==> src/rtl/i2c_target_regs_if.sv <==
// Open-drain I2C pad bundle between a host (bench or board pads) and the target.
// The target only ever pulls SDA low through sda_oe and never touches SCL.
interface i2c_target_regs_if;
    logic scl_in;
    logic sda_in;
    logic sda_oe;

    modport master (output scl_in, output sda_in, input sda_oe);
    modport slave  (input scl_in, input sda_in, output sda_oe);
endinterface

==> src/rtl/i2c_target_regs.sv <==
// I2C target with a 16 x 8-bit register bank: filtered line sampling, START/STOP
// detection, pointer writes, burst writes and pointer-based burst reads.
module i2c_target_regs #(
    parameter logic [6:0] DEV_ADDR    = 7'h5D,
    parameter int         FILT_CYCLES = 4,
    parameter logic [3:0] STATUS_ADDR = 4'hF
) (
    input  logic                    clk,
    input  logic                    reset,
    i2c_target_regs_if.slave        bus,
    input  logic [7:0]              status_in,
    output logic [127:0]            regs_flat,
    output logic                    wr_stb,
    output logic [3:0]              wr_addr,
    output logic [7:0]              wr_data,
    output logic                    busy
);

    // state  | meaning
    // IDLE   | bus free, waiting for START
    // ADDR   | shifting in the address byte, ACK on match
    // PTR    | receiving the register pointer byte
    // WR     | receiving data bytes into bank[pointer]
    // RD     | shifting bank[pointer] out, sampling host ACK/NACK
    // IGNORE | not addressed or host NACKed; wait for START/STOP
    typedef enum logic [2:0] {IDLE, ADDR, PTR, WR, RD, IGNORE} state_t;

    localparam int                CW        = $clog2(FILT_CYCLES + 1);
    localparam logic [CW-1:0]     FILT_LOAD = CW'(FILT_CYCLES - 1);

    logic [1:0]    scl_sync_q, sda_sync_q;
    logic [CW-1:0] scl_cnt_q, sda_cnt_q;
    logic          scl_filt_q, sda_filt_q, scl_prev_q, sda_prev_q;
    logic          scl_rise_q, scl_fall_q, start_q, stop_q, sda_smp_q;

    state_t        state_q;
    logic [3:0]    bit_cnt_q;
    logic [7:0]    shreg_q;
    logic [3:0]    ptr_q;
    logic          rw_q;
    logic          sda_oe_q;
    logic          busy_q;
    logic          wr_stb_q;
    logic [3:0]    wr_addr_q;
    logic [7:0]    wr_data_q;
    logic [7:0]    bank_q [16];

    logic [7:0]    rx_byte_d;
    logic [7:0]    rd_byte_d;

    assign rx_byte_d = {shreg_q[6:0], sda_smp_q};
    assign rd_byte_d = (ptr_q == STATUS_ADDR) ? status_in : bank_q[ptr_q];

    // Down-counter reloads whenever the synchronized line agrees with the
    // filtered value, so only an unbroken run of differing samples reaches zero.
    always_ff @(posedge clk) begin
        if (reset) begin
            scl_sync_q <= 2'b11;
            sda_sync_q <= 2'b11;
            scl_cnt_q  <= FILT_LOAD;
            sda_cnt_q  <= FILT_LOAD;
            scl_filt_q <= 1'b1;
            sda_filt_q <= 1'b1;
            scl_prev_q <= 1'b1;
            sda_prev_q <= 1'b1;
            scl_rise_q <= 1'b0;
            scl_fall_q <= 1'b0;
            start_q    <= 1'b0;
            stop_q     <= 1'b0;
            sda_smp_q  <= 1'b1;
        end else begin
            scl_sync_q <= {scl_sync_q[0], bus.scl_in};
            sda_sync_q <= {sda_sync_q[0], bus.sda_in};

            if (scl_sync_q[1] == scl_filt_q) begin
                scl_cnt_q <= FILT_LOAD;
            end else if (scl_cnt_q == '0) begin
                scl_filt_q <= scl_sync_q[1];
                scl_cnt_q  <= FILT_LOAD;
            end else begin
                scl_cnt_q <= scl_cnt_q - 1'b1;
            end

            if (sda_sync_q[1] == sda_filt_q) begin
                sda_cnt_q <= FILT_LOAD;
            end else if (sda_cnt_q == '0) begin
                sda_filt_q <= sda_sync_q[1];
                sda_cnt_q  <= FILT_LOAD;
            end else begin
                sda_cnt_q <= sda_cnt_q - 1'b1;
            end

            scl_prev_q <= scl_filt_q;
            sda_prev_q <= sda_filt_q;
            scl_rise_q <= scl_filt_q & ~scl_prev_q;
            scl_fall_q <= ~scl_filt_q & scl_prev_q;
            start_q    <= scl_filt_q & scl_prev_q & ~sda_filt_q & sda_prev_q;
            stop_q     <= scl_filt_q & scl_prev_q & sda_filt_q & ~sda_prev_q;
            sda_smp_q  <= sda_filt_q;
        end
    end

    always_ff @(posedge clk) begin
        if (reset) begin
            state_q   <= IDLE;
            bit_cnt_q <= 4'd0;
            shreg_q   <= 8'h00;
            ptr_q     <= 4'd0;
            rw_q      <= 1'b0;
            sda_oe_q  <= 1'b0;
            busy_q    <= 1'b0;
            wr_stb_q  <= 1'b0;
            wr_addr_q <= 4'd0;
            wr_data_q <= 8'h00;
            for (int i = 0; i < 16; i++) bank_q[i] <= 8'h00;
        end else begin
            wr_stb_q <= 1'b0;
            // Bank commit trails the strobe by one cycle.
            if (wr_stb_q && (wr_addr_q != STATUS_ADDR)) bank_q[wr_addr_q] <= wr_data_q;

            if (start_q) begin
                state_q   <= ADDR;
                bit_cnt_q <= 4'd0;
                sda_oe_q  <= 1'b0;
            end else if (stop_q) begin
                state_q   <= IDLE;
                bit_cnt_q <= 4'd0;
                sda_oe_q  <= 1'b0;
                busy_q    <= 1'b0;
            end else begin
                case (state_q)
                    ADDR, PTR, WR: begin
                        if (scl_rise_q) begin
                            if (bit_cnt_q < 4'd8) begin
                                shreg_q   <= rx_byte_d;
                                bit_cnt_q <= bit_cnt_q + 4'd1;
                                if (bit_cnt_q == 4'd7) begin
                                    case (state_q)
                                        ADDR: begin
                                            if (rx_byte_d[7:1] == DEV_ADDR) begin
                                                busy_q <= 1'b1;
                                                rw_q   <= rx_byte_d[0];
                                            end else begin
                                                state_q   <= IGNORE;
                                                bit_cnt_q <= 4'd0;
                                                busy_q    <= 1'b0;
                                            end
                                        end
                                        PTR: ptr_q <= rx_byte_d[3:0];
                                        default: begin
                                            wr_stb_q  <= 1'b1;
                                            wr_addr_q <= ptr_q;
                                            wr_data_q <= rx_byte_d;
                                            ptr_q     <= ptr_q + 4'd1;
                                        end
                                    endcase
                                end
                            end else if (bit_cnt_q == 4'd8) begin
                                bit_cnt_q <= 4'd9;
                            end
                        end else if (scl_fall_q) begin
                            if (bit_cnt_q == 4'd8) begin
                                sda_oe_q <= 1'b1;
                            end else if (bit_cnt_q == 4'd9) begin
                                bit_cnt_q <= 4'd0;
                                if (state_q == ADDR && rw_q) begin
                                    state_q  <= RD;
                                    shreg_q  <= rd_byte_d;
                                    sda_oe_q <= ~rd_byte_d[7];
                                    ptr_q    <= ptr_q + 4'd1;
                                end else begin
                                    sda_oe_q <= 1'b0;
                                    state_q  <= (state_q == ADDR) ? PTR : WR;
                                end
                            end
                        end
                    end
                    RD: begin
                        if (scl_rise_q) begin
                            if (bit_cnt_q < 4'd8) begin
                                bit_cnt_q <= bit_cnt_q + 4'd1;
                            end else if (sda_smp_q) begin
                                state_q   <= IGNORE;
                                bit_cnt_q <= 4'd0;
                                busy_q    <= 1'b0;
                            end else begin
                                bit_cnt_q <= 4'd9;
                            end
                        end else if (scl_fall_q) begin
                            if (bit_cnt_q == 4'd8) begin
                                sda_oe_q <= 1'b0;
                            end else if (bit_cnt_q == 4'd9) begin
                                bit_cnt_q <= 4'd0;
                                shreg_q   <= rd_byte_d;
                                sda_oe_q  <= ~rd_byte_d[7];
                                ptr_q     <= ptr_q + 4'd1;
                            end else if (bit_cnt_q != 4'd0) begin
                                shreg_q  <= {shreg_q[6:0], 1'b0};
                                sda_oe_q <= ~shreg_q[6];
                            end
                        end
                    end
                    default: sda_oe_q <= 1'b0;
                endcase
            end
        end
    end

    for (genvar g = 0; g < 16; g++) begin : g_flat
        assign regs_flat[8*g +: 8] = bank_q[g];
    end

    assign bus.sda_oe = sda_oe_q;
    assign wr_stb     = wr_stb_q;
    assign wr_addr    = wr_addr_q;
    assign wr_data    = wr_data_q;
    assign busy       = busy_q;

endmodule
==> src/flat_wrapper.sv <==
// flat-port wrapper written by rule: the top's interface ports become plain ports
module i2c_target_regs_flat 
#(
    parameter logic [6:0] DEV_ADDR    = 7'h5D,
    parameter int         FILT_CYCLES = 4,
    parameter logic [3:0] STATUS_ADDR = 4'hF
)
  (clk, reset, status_in, regs_flat, wr_stb, wr_addr, wr_data, busy, bus_scl_in, bus_sda_in, bus_sda_oe);
  i2c_target_regs_if bus_i ();
  input  logic clk;
  input  logic reset;
  input  logic [7:0] status_in;
  output logic [127:0] regs_flat;
  output logic wr_stb;
  output logic [3:0] wr_addr;
  output logic [7:0] wr_data;
  output logic busy;
  input wire logic [$bits(bus_i.scl_in)-1:0] bus_scl_in;
  input wire logic [$bits(bus_i.sda_in)-1:0] bus_sda_in;
  output wire logic [$bits(bus_i.sda_oe)-1:0] bus_sda_oe;
  assign bus_i.scl_in = bus_scl_in;
  assign bus_i.sda_in = bus_sda_in;
  assign bus_sda_oe = bus_i.sda_oe;
  i2c_target_regs #(.DEV_ADDR(DEV_ADDR), .FILT_CYCLES(FILT_CYCLES), .STATUS_ADDR(STATUS_ADDR)) u_core (.clk(clk), .reset(reset), .bus(bus_i), .status_in(status_in), .regs_flat(regs_flat), .wr_stb(wr_stb), .wr_addr(wr_addr), .wr_data(wr_data), .busy(busy));
endmodule
==> config.mk <==
export PLATFORM = sky130hd
export DESIGN_NAME = i2c_target_regs_flat
export DESIGN_NICKNAME = d
export VERILOG_FILES = /design/src/rtl/i2c_target_regs_if.sv /design/src/rtl/i2c_target_regs.sv /design/src/flat_wrapper.sv
export SDC_FILE = /design/constraint.sdc
export NUM_CORES = 1
export LEC_CHECK = 0
export CORE_MARGIN = 10
export CORE_UTILIZATION = 47
export CTS_BUF_LIST = sky130_fd_sc_hd__clkbuf_16
export DETAILED_ROUTE_END_ITERATION = 8
export PLACE_DENSITY = 0.73
export SLEW_MARGIN = 20
export SYNTH_ARGS = -nofsm -noshare
export SYNTH_HDL_FRONTEND = slang
export SYNTH_SLANG_ARGS = --single-unit
==> constraint.sdc <==
create_clock -name clk -period 2.9 [get_ports clk]
set_clock_uncertainty 0.15 [all_clocks]
set_input_delay 0.58 -clock clk [delete_from_list [all_inputs] [get_ports clk]]
set_output_delay 0.58 -clock clk [all_outputs]
set_load 0.05 [all_outputs]
==> results.md, run 1 <==
- Final worst slack: 223 ps
- Share of flip-flops with an asynchronous set or reset: 0
- Die width: 155 um
- Initial antenna violation count: 1
- Top Family by Delay on Critical Path: simple AND/OR/NAND/NOR gates
- Max Clk Rate: 374 MHz
- # rows: 49
- Initial DRT Pass Iterations: 5
- Critical path buffers and inverters: 1
- Sum Neg Setup Slack: 0 ps
- Drt wl/cell: 22.4 um
- Setup Crit Path Kind: reg2reg
- Synth area leader: edfxtp_1
- Fraction of layout cells with a size suffix above 1: 0.159
- Initial DRC Count: 762
- Slew margin rel.: 0.489
- Cell Chain, Critical Path: inv_1 -> ha_1 -> nand3b_1 -> a21oi_1 -> a2111o_1 -> or4_2 -> o21ai_0 -> a211oi_1
- Total global-route track usage: 0.212
- Number of synthesized flops with an enable pin: 128
- Ant. Diodes: 0
- Seq/Total Area, Yosys: 0.577
- CP Data Required Time: 3030 ps
- Clock Latency Late Sink: 430 ps
- Global-route wire length before repair: 39300 um
- Gpl congestion: 0.922
- Peak supply drop: 0.000457 V
- Top post-synthesis cells by area: edfxtp_1 (45%), dfxtp_1 (13%), and2_1 (8.8%)
- Largest net degree at the start of global routing: 68
- Post-CTS Hold Buffers: 0
- Initial core utilization: 0.479
- Synth Area per Inst: 12.0 um2
- Num CTS Buffers: 17
- Hold Path Class: in2reg
- Die height: 155 um
- Dpl cells: 1105
- Via count: 6466
- P_leak: 0.00401 uW
- Unique cell type count in the Yosys netlist: 55
- Type of origin of the critical path: flop
- Post-DP HPWL: 18700 um
- Yosys top cell area share: 0.446
- Post-Syn Area: 0.00861 mm2
- CTS H-tree depth: 4
- Setup violators final: 0
- Syn Inst Count: 717
- # DRC: 0
- P&R area growth vs syn: 28.8%
- Total grt overflow: 0
- Final design utilization: 0.617
- Via density per instance: 5.69
- Layout Cells excl Fill: 1137
- Num ports: 155
- Port Buffer Count: 154
- Final nets: 915
- Worst Path Arrival: 2800 ps
- Tmin final: 2680 ps
- Clock transition at path regs: 70 ps
- Syn. warnings: 0
- CTS tree: built
- Post-synth top flop: edfxtp_1
- Worst Path Max Fanout: 8
- Area of the die: 0.0241 mm2
- Final Max Tran Viols: 0
- ANT nets after route: 0
- Core box area: 0.0180 mm2
- DP Worst Slack: 245 ps
- Delay of the slowest cell on the worst path: 670 ps
- Largest buffer count on any clock path: 2
- CP Capture Type: flop
- Least-Margin Pin Slew: 759 ps
- Post-CTS Setup Inserts: 0
- Cts repair resizes: 0
- Status: finished clean
- Endpoints failing hold: 0
- Crit share post-route: 0.923
- Total Wirelength: 25500 um
- Vias in the first global route: 6581
- Synthesis-stage register bit count: 184
- RSZ-0062 raised after global routing: false
- Clock sink count: 184
- Root Buffer Master: clkbuf_16
- Highest-delay cell along the critical path: or4_2
- Power Density: 603 mW/mm2
- MaxCap Viol Count: 0
-- sequential cells by signal, indices dropped and copies added (netlist names), 2 cells and up, named ones only --
register	count
u_core.bank_q	128
u_core.wr_data	8
u_core.shreg_q	7
u_core.ptr_q	4
u_core.wr_addr	4
u_core.bit_cnt_q	3
u_core.scl_cnt_q	3
u_core.sda_cnt_q	3
u_core.state_q	3
u_core.scl_sync_q	2
u_core.sda_sync_q	2
-- kinds of logic (layout without fill, tap and decap cells) --
family	Yosys count	after routing	synth area share
flops	184	184	0.577
compound gates	105	105	0.0732
buf+inv	56	240	0.0311
other cells	1	8	0.000436
fa+ha+maj	8	8	0.0116
simple gates	319	319	0.210
xor+xnor	2	2	0.00203
mux	42	42	0.0955
-- synthesized netlist by cell type (2+ instances only) --
| master | number |
|---|---|
| buf_2 | 5 |
| o21ai_0 | 23 |
| nor3_1 | 20 |
| or3_1 | 4 |
| or3b_2 | 3 |
| o211ai_1 | 3 |
| inv_1 | 14 |
| nor2_1 | 35 |
| xnor2_1 | 2 |
| buf_6 | 4 |
| and3_1 | 2 |
| o22ai_1 | 2 |
| and2_1 | 121 |
| a31oi_1 | 7 |
| dfxtp_1 | 56 |
| a211oi_1 | 13 |
| a311oi_1 | 2 |
| nand4_1 | 4 |
| mux4_2 | 32 |
| a21oi_1 | 42 |
| nor2b_1 | 8 |
| edfxtp_1 | 128 |
| a211o_1 | 2 |
| nand4b_1 | 2 |
| nand3b_1 | 5 |
| nand2b_1 | 6 |
| o21bai_1 | 2 |
| ha_1 | 8 |
| nand3_1 | 8 |
| or4_2 | 6 |
| nor3b_1 | 5 |
| o21a_1 | 2 |
| or2_2 | 25 |
| buf_4 | 3 |
| mux2i_1 | 9 |
| nand2_1 | 57 |
| clkbuf_1 | 29 |
-- report_power, final --
group	leakage (uW)	switching [uW]	internal, uW
clock network	0.000250	1030	1100
logic	0.00199	844	583
registers	0.00177	192	2950
-- stage by stage --
stage / hold slack (ps) / instance area [um2] / power [uW]
after floorplan: 208 / 8640 / 4200
after global placement: 215 / 10600 / 4600
after detailed placement: 219 / 10600 / 4610
after CTS: 218 / 11100 / 6700
after global routing: 226 / 11100 / 6950
final: 227 / 11100 / 6690
-- final timing paths --
path	start	to	slack [ps]	cells past startpoint
worst max-delay path	u_core.bit_cnt_q[0]	u_core.shreg_q[4]	220	8
worst min-delay path	reset	u_core.sda_sync_q[0]	230	2
worst max register to register	u_core.bit_cnt_q[0]	u_core.shreg_q[4]	220	8
worst min register to register	u_core.scl_cnt_q[0]	u_core.scl_cnt_q[0]	230	1
-- layer usage --
metal,GRT usage,part of all wire
met1,0.279,0.41
met5,0,0.00047
met2,0.323,0.46
met4,0.0722,0.022
met3,0.0675,0.11
-- layout make-up --
class,count,area [um2]
inverter,14,52.6
clock inverter,15,103
clock buffer,17,425
multi-input combinational,484,3400
fill,1414,6880
tap,229,287
timing repair buffer,194,1850
sequential,184,4970
-- cell usage in the layout (no fill, tap or decap), drive strengths merged, types with 9 or more instances in the layout --
cell type and instances:
clkdlybuf4s50 153, edfxtp 128, and2 122, nand2 57, dfxtp 56, a21oi 42
buf 41, nor2 35, mux4 32, or2 25, o21ai 23, nor3 20
inv 18, clkbuf 17, a211oi 13, mux2i 9
No activity file was read; power rests on OpenSTA's default activity.
==> inputs of run 2 (changes only) <==
--- a/config.mk
+++ b/config.mk
@@ -9,6 +9,7 @@
 export CORE_UTILIZATION = 47
 export CTS_BUF_LIST = sky130_fd_sc_hd__clkbuf_16
 export DETAILED_ROUTE_END_ITERATION = 8
+export GPL_TIMING_DRIVEN = 0
 export PLACE_DENSITY = 0.73
 export SLEW_MARGIN = 20
 export SYNTH_ARGS = -nofsm -noshare
==> run 2 against run 1 <==
Against the previous run:
- fmax is 3.0% lower
- non-clock buffer count stayed put
- via count is 0.45% higher
- critical path depth is 1 lower
- sequential share of layout area is 0.19 points higher
- worst setup slack worse by 82 ps
- worst hold slack better by 4.4 ps
- final cell count hardly changed
==> results.md, run 2 (synthesis results as in run 1) <==
- Power Density: 631 mW/mm2 (+4.6%)
- Drt wl/cell: 23.9 um (+6.4%)
- Final nets: 915 (unchanged)
- Crit share post-route: 0.951 (+0.0283)
- Largest net degree at the start of global routing: 17 (-75%)
- CP Capture Type: flop
- Final worst slack: 141 ps (-82.2 ps)
- Core box area: 0.0180 mm2 (unchanged)
- P&R area growth vs syn: 28.2%
- Total Wirelength: 27100 um (+6.3%)
- MaxCap Viol Count: 0 (unchanged)
- Largest buffer count on any clock path: 2 (unchanged)
- Internal reg-to-reg setup slack: 140 ps (-80 ps)
- Clock sink count: 184 (unchanged)
- Via count: 6495 (+0.45%)
- Cells on worst reg2reg path: 7 (-1)
- Vias in the first global route: 6589 (+0.12%)
- Highest-delay cell along the critical path: clkbuf_1
- Most frequent cells in the layout: clkdlybuf4s50_1 (153), edfxtp_1 (128), and2_1 (121), nand2_1 (57), dfxtp_1 (56)
- Post-route cell area: 0.0110 mm2 (-0.46%)
- Layout Cells excl Fill: 1136 (-0.088%)
- Initial DRT Pass Iterations: 5 (unchanged)
- Worst hold start: u_core.sda_cnt_q[0]
- Crit path top cell by count: a211oi_1
- CTS tree: built
- Die height: 155 um (unchanged)
- Root Buffer Master: clkbuf_16
- Total grt overflow: 0 (unchanged)
- Hold Path Depth: 1 (-1)
- R2R Path End: u_core.shreg_q[4]
- Top Family by Delay on Critical Path: buffers and inverters
- Post-CTS Setup Inserts: 0 (unchanged)
- RSZ-0062 raised after global routing: false
- Endpoints failing hold: 0 (unchanged)
- Commonest non-fill, non-tap cell in the layout: clkdlybuf4s50_1
- Biggest register: u_core.bank_q
- Num ports: 155 (unchanged)
- Max reg flops: 128 (unchanged)
- Worst Path Arrival: 2970 ps (+170 ps)
- Peak supply drop: 0.000489 V (+7.0%)
- Max Clk Rate: 362 MHz (-3.0%)
- Post-DP HPWL: 19800 um (+6.0%)
- Gpl congestion: 0.907 (-1.6%)
- Critical path buffers and inverters: 2 (+1)
- Dpl cells: 1106 (+0.090%)
- Via density per instance: 5.72 (+0.54%)
- Final design utilization: 0.614 (-0.00286)
- Global-route wire length before repair: 41000 um (+4.4%)
- Area of the die: 0.0241 mm2 (unchanged)
- Num CTS Buffers: 17 (unchanged)
- CTS H-tree depth: 4 (unchanged)
- Type of origin of the critical path: flop
- Final Max Tran Viols: 0 (unchanged)
- Worst Path Max Fanout: 10 (+2)
- Initial DRC Count: 606 (-20%)
- Setup Crit Path Kind: reg2reg
- Total global-route track usage: 0.225 (+0.0130)
- Cell Chain, Critical Path: clkbuf_1 -> buf_2 -> mux4_2 -> nand2_1 -> a21oi_1 -> a211oi_1 -> a211oi_1
- Port Buffer Count: 153 (-0.65%)
- ANT nets after route: 0 (unchanged)
- Setup violators final: 0 (unchanged)
- Hold Path Sink: u_core.sda_cnt_q[0]
- DP Worst Slack: -67.2 ps (-312 ps)
- Initial antenna violation count: 1 (unchanged)
- Ant. Diodes: 0 (unchanged)
- Fraction of layout cells with a size suffix above 1: 0.126 (-0.0329)
- # DRC: 0 (unchanged)
- Die width: 155 um (unchanged)
- # rows: 49 (unchanged)
- Clock transition at path regs: 70 ps (about the same)
- P_leak: 0.00393 uW (-2.2%)
- Initial core utilization: 0.479 (unchanged)
- Hold Path Class: reg2reg
- Placed instance area: 0.0105 mm2 (-1.0%)
- Clock Latency Late Sink: 440 ps (about the same)
- Total power: 6970 uW (+4.1%)
- Least-Margin Pin Slew: 1050 ps (+287 ps)
- Status: finished clean
- Slew margin rel.: 0.297 (-0.191)
- Tmin final: 2760 ps (+82.2 ps)
- CP Data Required Time: 3110 ps (+80 ps)
- Delay of the slowest cell on the worst path: 540 ps (-130 ps)
-- run 2: changes by cell type in the layout (fill, tap and decap cells not counted), sizes merged --
cell      change
clkbuf       +29
clkinv        -1
bufinv        +3
inv           -2
buf          -29
clkinvlp      -1
-- run 2: through the flow --
| step | hold WS (ps) | setup TNS (ps) |
|---|---|---|
| final | 232 | 0 |
| after global routing | 262 | 0 |
| after CTS | 234 | 0 |
| after detailed placement | 219 | -780 |
| after global placement | 217 | -366 |
| after floorplan | 208 | 0 |
-- run 2: how the worst max path moves through the flow --
stage,endpoint,cells after the start,from,slack [ps]
floorplan,u_core.bank_q[1][0],5,reset,420
global placement,u_core.bank_q[0][4],5,reset,-50
detailed placement,u_core.bank_q[0][7],5,reset,-70
CTS,u_core.shreg_q[1],7,flop,60
global route,u_core.shreg_q[4],7,flop,20
finish,u_core.shreg_q[4],7,flop,140
-- run 2: layout make-up --
class,count,area (um2)
plain buffers,41,213
clock buffers,17,425
clock inverters,14,156
fillers,1470,6930
inverters,14,52.6
multi-input cells,484,3410
flip-flops and latches,184,4960
well taps,229,287
repair buffers,153,1530
-- run 2: where the power goes --
| part | internal (uW) | switching [uW] |
|---|---|---|
| combinational | 586 | 917 |
| clock | 1340 | 1030 |
| sequential | 2950 | 143 |
| total | 4880 | 2090 |
-- run 2: layer usage --
layer / GRT usage / vias to the layer above / routed length, um
met5: 0 / - / 0
met4: 0.0593 / 0 / 435
met3: 0.0714 / 28 / 2940
met2: 0.349 / 326 / 12600
met1: 0.298 / 3191 / 11100
li1: - / 2950 / -
-- run 2: what timing repair did --
action | in CTS | in global routing
hold buffers | 0 | 0
resized for setup | 0 | 3
setup endpoints to repair | 0 | 7
